===== src/rtl/water_inlet_arbiter.sv =====
// Round-robin arbiter for the shared water-inlet valve, with a settle gap between grants.
// Optional fill-time limit with timeout pulse and lockout: define WATER_ARB_TIMEOUT_EN.
module water_inlet_arbiter #(
  parameter int N_MACH        = 4,
  parameter int FILL_CNT_1MHZ = 120,
  parameter int GAP_CYCLES    = 2
) (
  input  logic              clk,
  input  logic              rst_n,
  input  logic [1:0]        clk_freq,
  input  logic [N_MACH-1:0] req,
  output logic [N_MACH-1:0] grant,
  output logic              valve_open,
  output logic [N_MACH-1:0] timeout,
  output logic              busy
);

  localparam int IDXW = $clog2(N_MACH);
  localparam int GAPW = 4;

  typedef enum logic [1:0] {
    ST_IDLE   = 2'd0,
    ST_GRANT  = 2'd1,
    ST_SETTLE = 2'd2
  } state_t;

  state_t            state_r;
  logic [IDXW-1:0]   last_r;
  logic [IDXW-1:0]   gidx_r;
  logic [N_MACH-1:0] grant_r;
  logic              valve_r;
  logic              busy_r;
  logic [GAPW-1:0]   gap_r;

  logic [N_MACH-1:0] lockout_s;
  logic [N_MACH-1:0] eligible_s;
  logic [IDXW-1:0]   pick_idx_s;
  logic              pick_valid_s;
  logic              req_g_s;

  // Index reached by stepping forward from base, wrapping at N_MACH.
  function automatic logic [IDXW-1:0] rr_idx(input logic [IDXW-1:0] base, input int step);
    int sum;
    sum = (int'(base) + step) % N_MACH;
    return IDXW'(sum);
  endfunction

`ifdef WATER_ARB_TIMEOUT_EN
  localparam int CNTW = $clog2(FILL_CNT_1MHZ * 8) + 1;

  logic [CNTW-1:0]   cnt_r;
  logic [CNTW-1:0]   limit_r;
  logic [CNTW-1:0]   limit_s;
  logic [N_MACH-1:0] lockout_r;
  logic [N_MACH-1:0] timeout_r;

  assign limit_s   = CNTW'(FILL_CNT_1MHZ) << clk_freq;
  assign lockout_s = lockout_r;
  assign timeout   = timeout_r;
`else
  logic unused_cfg_s;

  assign unused_cfg_s = (FILL_CNT_1MHZ > 0) ^ (^clk_freq);
  assign lockout_s    = '0;
  assign timeout      = '0;
`endif

  assign eligible_s = req & ~lockout_s;
  assign req_g_s    = req[gidx_r];
  assign grant      = grant_r;
  assign valve_open = valve_r;
  assign busy       = busy_r;

  // Round-robin search: walk downward so the nearest eligible index after last_r wins.
  always_comb begin
    pick_idx_s   = '0;
    pick_valid_s = 1'b0;
    for (int i = N_MACH; i >= 1; i--) begin
      pick_idx_s   = eligible_s[rr_idx(last_r, i)] ? rr_idx(last_r, i) : pick_idx_s;
      pick_valid_s = pick_valid_s | eligible_s[rr_idx(last_r, i)];
    end
  end

  // Arbitration FSM with registered grant, valve, busy and timeout outputs.
  always_ff @(posedge clk) begin
    if (!rst_n) begin
      state_r   <= ST_IDLE;
      last_r    <= IDXW'(N_MACH - 1);
      gidx_r    <= '0;
      grant_r   <= '0;
      valve_r   <= 1'b0;
      busy_r    <= 1'b0;
      gap_r     <= '0;
`ifdef WATER_ARB_TIMEOUT_EN
      cnt_r     <= '0;
      limit_r   <= '0;
      lockout_r <= '0;
      timeout_r <= '0;
`endif
    end else begin
`ifdef WATER_ARB_TIMEOUT_EN
      timeout_r <= '0;
      lockout_r <= lockout_r & req;
`endif
      case (state_r)
        ST_IDLE: begin
          if (pick_valid_s) begin
            grant_r <= N_MACH'(1) << pick_idx_s;
            valve_r <= 1'b1;
            busy_r  <= 1'b1;
            last_r  <= pick_idx_s;
            gidx_r  <= pick_idx_s;
`ifdef WATER_ARB_TIMEOUT_EN
            cnt_r   <= CNTW'(1);
            limit_r <= limit_s;
`endif
            state_r <= ST_GRANT;
          end else begin
            state_r <= ST_IDLE;
          end
        end
        ST_GRANT: begin
          // A release on the limit edge takes priority over the timeout.
          if (!req_g_s) begin
            grant_r <= '0;
            valve_r <= 1'b0;
            gap_r   <= '0;
            state_r <= ST_SETTLE;
          end
`ifdef WATER_ARB_TIMEOUT_EN
          else if (cnt_r == limit_r) begin
            grant_r   <= '0;
            valve_r   <= 1'b0;
            gap_r     <= '0;
            timeout_r <= grant_r;
            lockout_r <= (lockout_r & req) | grant_r;
            state_r   <= ST_SETTLE;
          end else begin
            cnt_r <= (cnt_r == {CNTW{1'b1}}) ? cnt_r : cnt_r + CNTW'(1);
          end
`else
          else begin
            state_r <= ST_GRANT;
          end
`endif
        end
        ST_SETTLE: begin
          if (gap_r == GAPW'(GAP_CYCLES - 1)) begin
            gap_r   <= '0;
            busy_r  <= 1'b0;
            state_r <= ST_IDLE;
          end else begin
            gap_r <= gap_r + GAPW'(1);
          end
        end
        default: begin
          grant_r <= '0;
          valve_r <= 1'b0;
          busy_r  <= 1'b0;
          gap_r   <= '0;
          state_r <= ST_IDLE;
        end
      endcase
    end
  end

endmodule

===== config.mk =====
export PLATFORM = sky130hd
export DESIGN_NAME = water_inlet_arbiter
export DESIGN_NICKNAME = d
export VERILOG_FILES = /design/src/rtl/water_inlet_arbiter.sv
export SDC_FILE = /design/constraint.sdc
export NUM_CORES = 1
export LEC_CHECK = 0
export ABC_AREA = 1
export CAP_MARGIN = 10
export CORE_MARGIN = 2
export CORE_UTILIZATION = 51
export DETAILED_ROUTE_END_ITERATION = 8
export GPL_TIMING_DRIVEN = 0
export PLACE_DENSITY = 0.89
export SKIP_CTS_REPAIR_TIMING = 1
export SYNTH_ARGS = -nofsm -noshare
export SYNTH_HDL_FRONTEND = slang
export SYNTH_SLANG_ARGS = --single-unit

===== constraint.sdc =====
create_clock -name clk -period 3 [get_ports clk]
set_clock_uncertainty 0.1 [all_clocks]
set_input_delay 0.75 -clock clk [delete_from_list [all_inputs] [get_ports clk]]
set_output_delay 0.75 -clock clk [all_outputs]
set_load 0.01 [all_outputs]

Yosys cells after proc, flatten, opt, wreduce, memory -nomap -nowiden. Cells that the tools add are included.

Add/sub/neg operators: 5. Magnitude comparators: 5. Equal/unequal tests: 6. Shift operators: 1. Muxes and demuxes: 28. Bitwise logic cells: 6. Reduce and logical (&&, ||, !) cells: 5.

Operator list (number): 4-bit one-hot mux with 3 select lines (2); 2-bit by 3-bit < comparator with 1-bit output (second input constant) (5); 2-bit 2-to-1 mux (6); 4-bit 2-to-1 mux (3); 1-bit binary-select mux with 2-bit select (5); 1-bit 2-to-1 mux (9); 2-bit != test (second input constant) (3); 1-bit one-hot mux with 3 select lines (2); 2-bit one-hot mux with 3 select lines (1); 3-bit AND reduction (2); 2-bit by 1-bit adder with 2-bit output (second input constant) (2); 2-bit adder (second input constant) (2); 4-bit by 1-bit adder with 4-bit output (second input constant) (1); 4-bit by 1-bit == test with 1-bit output (second input constant) (1); 2-bit AND reduction (2); 1-bit by 2-bit left shift with 4-bit output (first input constant) (1); 1-bit inverter (3); 1-bit bitwise OR (3); 2-bit by 1-bit == test with 1-bit output (second input constant) (1); 2-bit == test (second input constant) (1); 2-bit zero test (1).

Flip-flop bits (word level): 16. Output and inout bits: 10. Word-level logic and storage cells: 63.

Depth between registers and ports, before layout.
Depth in word-level cells: 10. Depth in mapped cells: 13. Mapped depth without buffers: 12.

Least setup slack after synthesis. No wires, ideal clock.

Path kind: input -> register. Start: input port req[3]. End: register gidx_r[1]. Library setup time: 115 ps. Arrival time: 1490 ps. Path slack: 1295 ps. Stages: 9. Path buffers: 0. Cell sequence: inv_1 -> nand2_1 -> nand2_2 -> nand2_2 -> nor2_2 -> nor2_4 -> inv_4 -> nor2_4 -> o21a_1.

Cells in the longest elaborated chain, start to end: 6.

Ends and longest elaborated chain: start: declaration (RTL line 11) `input logic [N_MACH-1:0] req,`; 1-bit binary-select mux with 2-bit select (RTL line 79, 80); 1-bit 2-to-1 mux (not written as such) (RTL line 79, 80); 2-bit 2-to-1 mux / 1-bit bitwise OR (equally long branches) (3 in a row) (RTL line 79, 80); 2-bit 2-to-1 mux / 2-bit AND reduction (equally long branches); end signal: assignment (RTL line 112) `gidx_r <= pick_idx_s;`; end: declaration (RTL line 29) `logic [IDXW-1:0] gidx_r;`.

Several ways; a longest one is shown, not always the timed one. The select of a mux whose other input is x is not followed. A chain may end at the register's enable or synchronous reset.

Final worst setup path.
Start: input port req[1]. End: register gap_r[3].

Cells in the longest elaborated chain, start to end: 4.

Ends and longest elaborated chain: 1-bit binary-select mux with 2-bit select (RTL line 69) `assign req_g_s = req[gidx_r];`; 1-bit 2-to-1 mux (not written as such) (RTL line 69); 2-bit != test (no source line); 2-bit AND reduction (no source line); end signal: assignment (RTL line 153) `gap_r <= gap_r + GAPW'(1);`; end: declaration (RTL line 33) `logic [GAPW-1:0] gap_r;`.

No other way between the ends. The select of a mux whose other input is x is not followed.

==> reports/qor.csv <==
metric,value,unit
synth-seq-cells,16,
wl_met3,45,um
synth_edf_count,0,
wl,1.88,mm
vias,920,
post-route-period-util,0.706,
ys_async_sr_fraction,0,
clk_pin_slew_worst_paths,0.08,ns
setup_tns,0,ns
worstSetupPathType,in -> reg,
gp_congestion,0.818,
antenna_found_initial,0,
pin_count,18,
cts_root_buffer,clkbuf_4,
period_needed,2.12,ns
yosys.area.top_type,dfxtp_1,
synth.distinct_cells,30,
rsz0062_at_grt,no,
power.switching,0.530,mW
synth_compound_area_frac,0.130,
synth-simple-area-share,0.381,
synthCells,149,
cts_buffers,3,
p_clk_frac,0.097,
drive_above_1_share,0.199,
dr_wl_met2,900,um
p_per_area,940,mW/mm^2
grt_pass1_wl,3.34,mm
drc,0,
fp.dieArea,0.00235,mm^2
synthFlopType,dfxtp_1,
setup_viol,0,
maxCapViolations,0,
syn_to_final_growth,17.6,%
final_max_slew_viol_count,0,
p_int,0.587,mW
initial_core_util,0.526,
clock_sinks,16,
p_comb_frac,0.609,
ant_nets,0,
yosysMostFrequentCell,nand2_1,
fp-row-count,16,
arrival,2.22,ns
first_iter_violations,12,
cts_max_level,1,
cts_tree,built,
fin_cells,193,
grt_pass1_vias,849,
antennaDiodeCount,0,
wl_met1,904,um
clockBufferDepth,2,
switching_share,0.474,
p_seq_frac,0.295,
ir_drop,0.000622,V
clk_latency,0.28,ns
port_buffers,11,
synth_area_leaders,"dfxtp_1 (32%), nand2_1 (15%), inv_1 (7.4%)",
synth-xor-area-share,0,
worstSetupStartpointType,input pin,
cp-end-kind,flip-flop,
finalNetCount,178,
max_freq,0.472,GHz
min_path_type,reg -> reg,
grt_max_degree,11,
fp.dieW,48.5,um
outcome,finished clean,
grt_usage,0.174,
postSynthAreaPerCell,6.79,um^2
routedWlPerCell,9.72,um
yosysWarnings,0,
synth_area,0.00101,mm^2
dr.pass1.iters,4,
die_h,48.5,um
overflow,0,
cp_max_fo,8,
yosysTopAreaCellShare,0.317,
top_layer,met4,
cp.required,3.11,ns
power.leakage,0.568,nW
core,0.00192,mm^2
dp_cells,190,
dp.final_hpwl,1.51,mm
synth_seq_area_share,0.317,
finalHoldViolations,0,
yosys-mux-area-fraction,0,
synth-adder-area-share,0.0248,
synth_common_cells,"nand2_1 (40), inv_1 (20), dfxtp_1 (16)",
synth_top_family_by_area,simple AND/OR/NAND/NOR gates,
viasPerCell,4.77,
logic make-up (layout without fill, tap and decap cells):
kind of cell    count (synthesis)  count (layout)
simple gates                   77              77
buf+inv                        30              44
compound gates                 23              23
flops                          16              16
fa+ha+maj                       2               2
other cells                     1               4
worst max-delay path, cell delays in order:
cell,delay (ns)
clkdlybuf4s50_1,0.55
nand2_1,0.07
nand2_1,0.06
nand2_1,0.05
o21ai_2,0.08
nand3_2,0.13
nand2_1,0.23
o21ai_2,0.11
nor3b_1,0.19
stage by stage:
| step | worst slack (ns) | util | instance area [um^2] | hold slack [ns] | total power [mW] |
|---|---|---|---|---|---|
| 6_report | 0.882 | 0.618 | 1190 | 0.369 | 1.12 |
| 5_1_grt | 0.739 | 0.618 | 1190 | 0.391 | 1.23 |
| 4_1_cts | 0.898 | 0.618 | 1190 | 0.370 | 1.12 |
| 3_5_place_dp | 0.621 | 0.607 | 1170 | 0.355 | 1.01 |
| 3_3_place_gp | 0.642 | 0.607 | 1170 | 0.350 | 0.983 |
| 2_1_floorplan | 1.30 | - | 1020 | 0.371 | 0.846 |
cell usage in the layout, fill, tap and decap left out:
cell             Yosys  routed
o21ai_1              1       1
inv_8                1       1
nand3_2              3       3
nor2_1               6       6
o21ai_2              2       2
inv_4                1       1
nand2_2             10      10
inv_2                2       2
inv_1               20      20
clkbuf_1             1       1
buf_6                1       1
nand3_1              6       6
conb_1               1       4
o21a_1               1       1
nor3b_1              2       2
dfxtp_1             16      16
buf_4                4       4
o21ai_0              5       5
a21oi_1             12      12
nor2_2               1       1
clkbuf_4             0       3
nor3_1               2       2
nand2_1             40      40
a211oi_1             1       1
nor2_4               2       2
a21oi_2              1       1
nand4_1              2       2
or2_2                1       1
or2_1                1       1
nand2_4              1       1
ha_1                 2       2
clkdlybuf4s50_1      0      11
registers in the layout, indices dropped and copies added (netlist names):
register	cells
grant	4
valve_open	1
gap_r	4
last_r	2
busy	1
state_r	2
gidx_r	2
metal layers:
metal / track usage / vias to the layer above
met5: 0 / -
met4: 0.0667 / 0
met3: 0.0216 / 5
met2: 0.322 / 15
met1: 0.203 / 405
li1: - / 495
cell type report:
type                    instances  area (um^2)
fillers                       183          733
multi-input cells             106          557
flip-flops and latches         16          320
repair buffers                 11          110
inverters                      24          100
plain buffers                   6         45.0
well taps                      27         33.8
clock buffers                   3         22.5
power groups by stage:
stage | logic [mW] | clock network (mW) | registers (mW)
after floorplan | 0.506 | 0 | 0.340
after global placement | 0.654 | 0 | 0.329
after detailed placement | 0.679 | 0 | 0.333
after CTS | 0.683 | 0.110 | 0.329
after global routing | 0.766 | 0.121 | 0.339
final | 0.680 | 0.108 | 0.329
worst paths after layout:
kind              start  slack [ns]    endpoint  depth (start not counted)
max              req[1]        0.88    gap_r[3]                          9
min          valve_open        0.37  valve_open                          2
max reg2reg    gap_r[1]        1.41    gap_r[1]                          8
min reg2reg  valve_open        0.37  valve_open                          2
No activity file was read; power rests on OpenSTA's default activity.
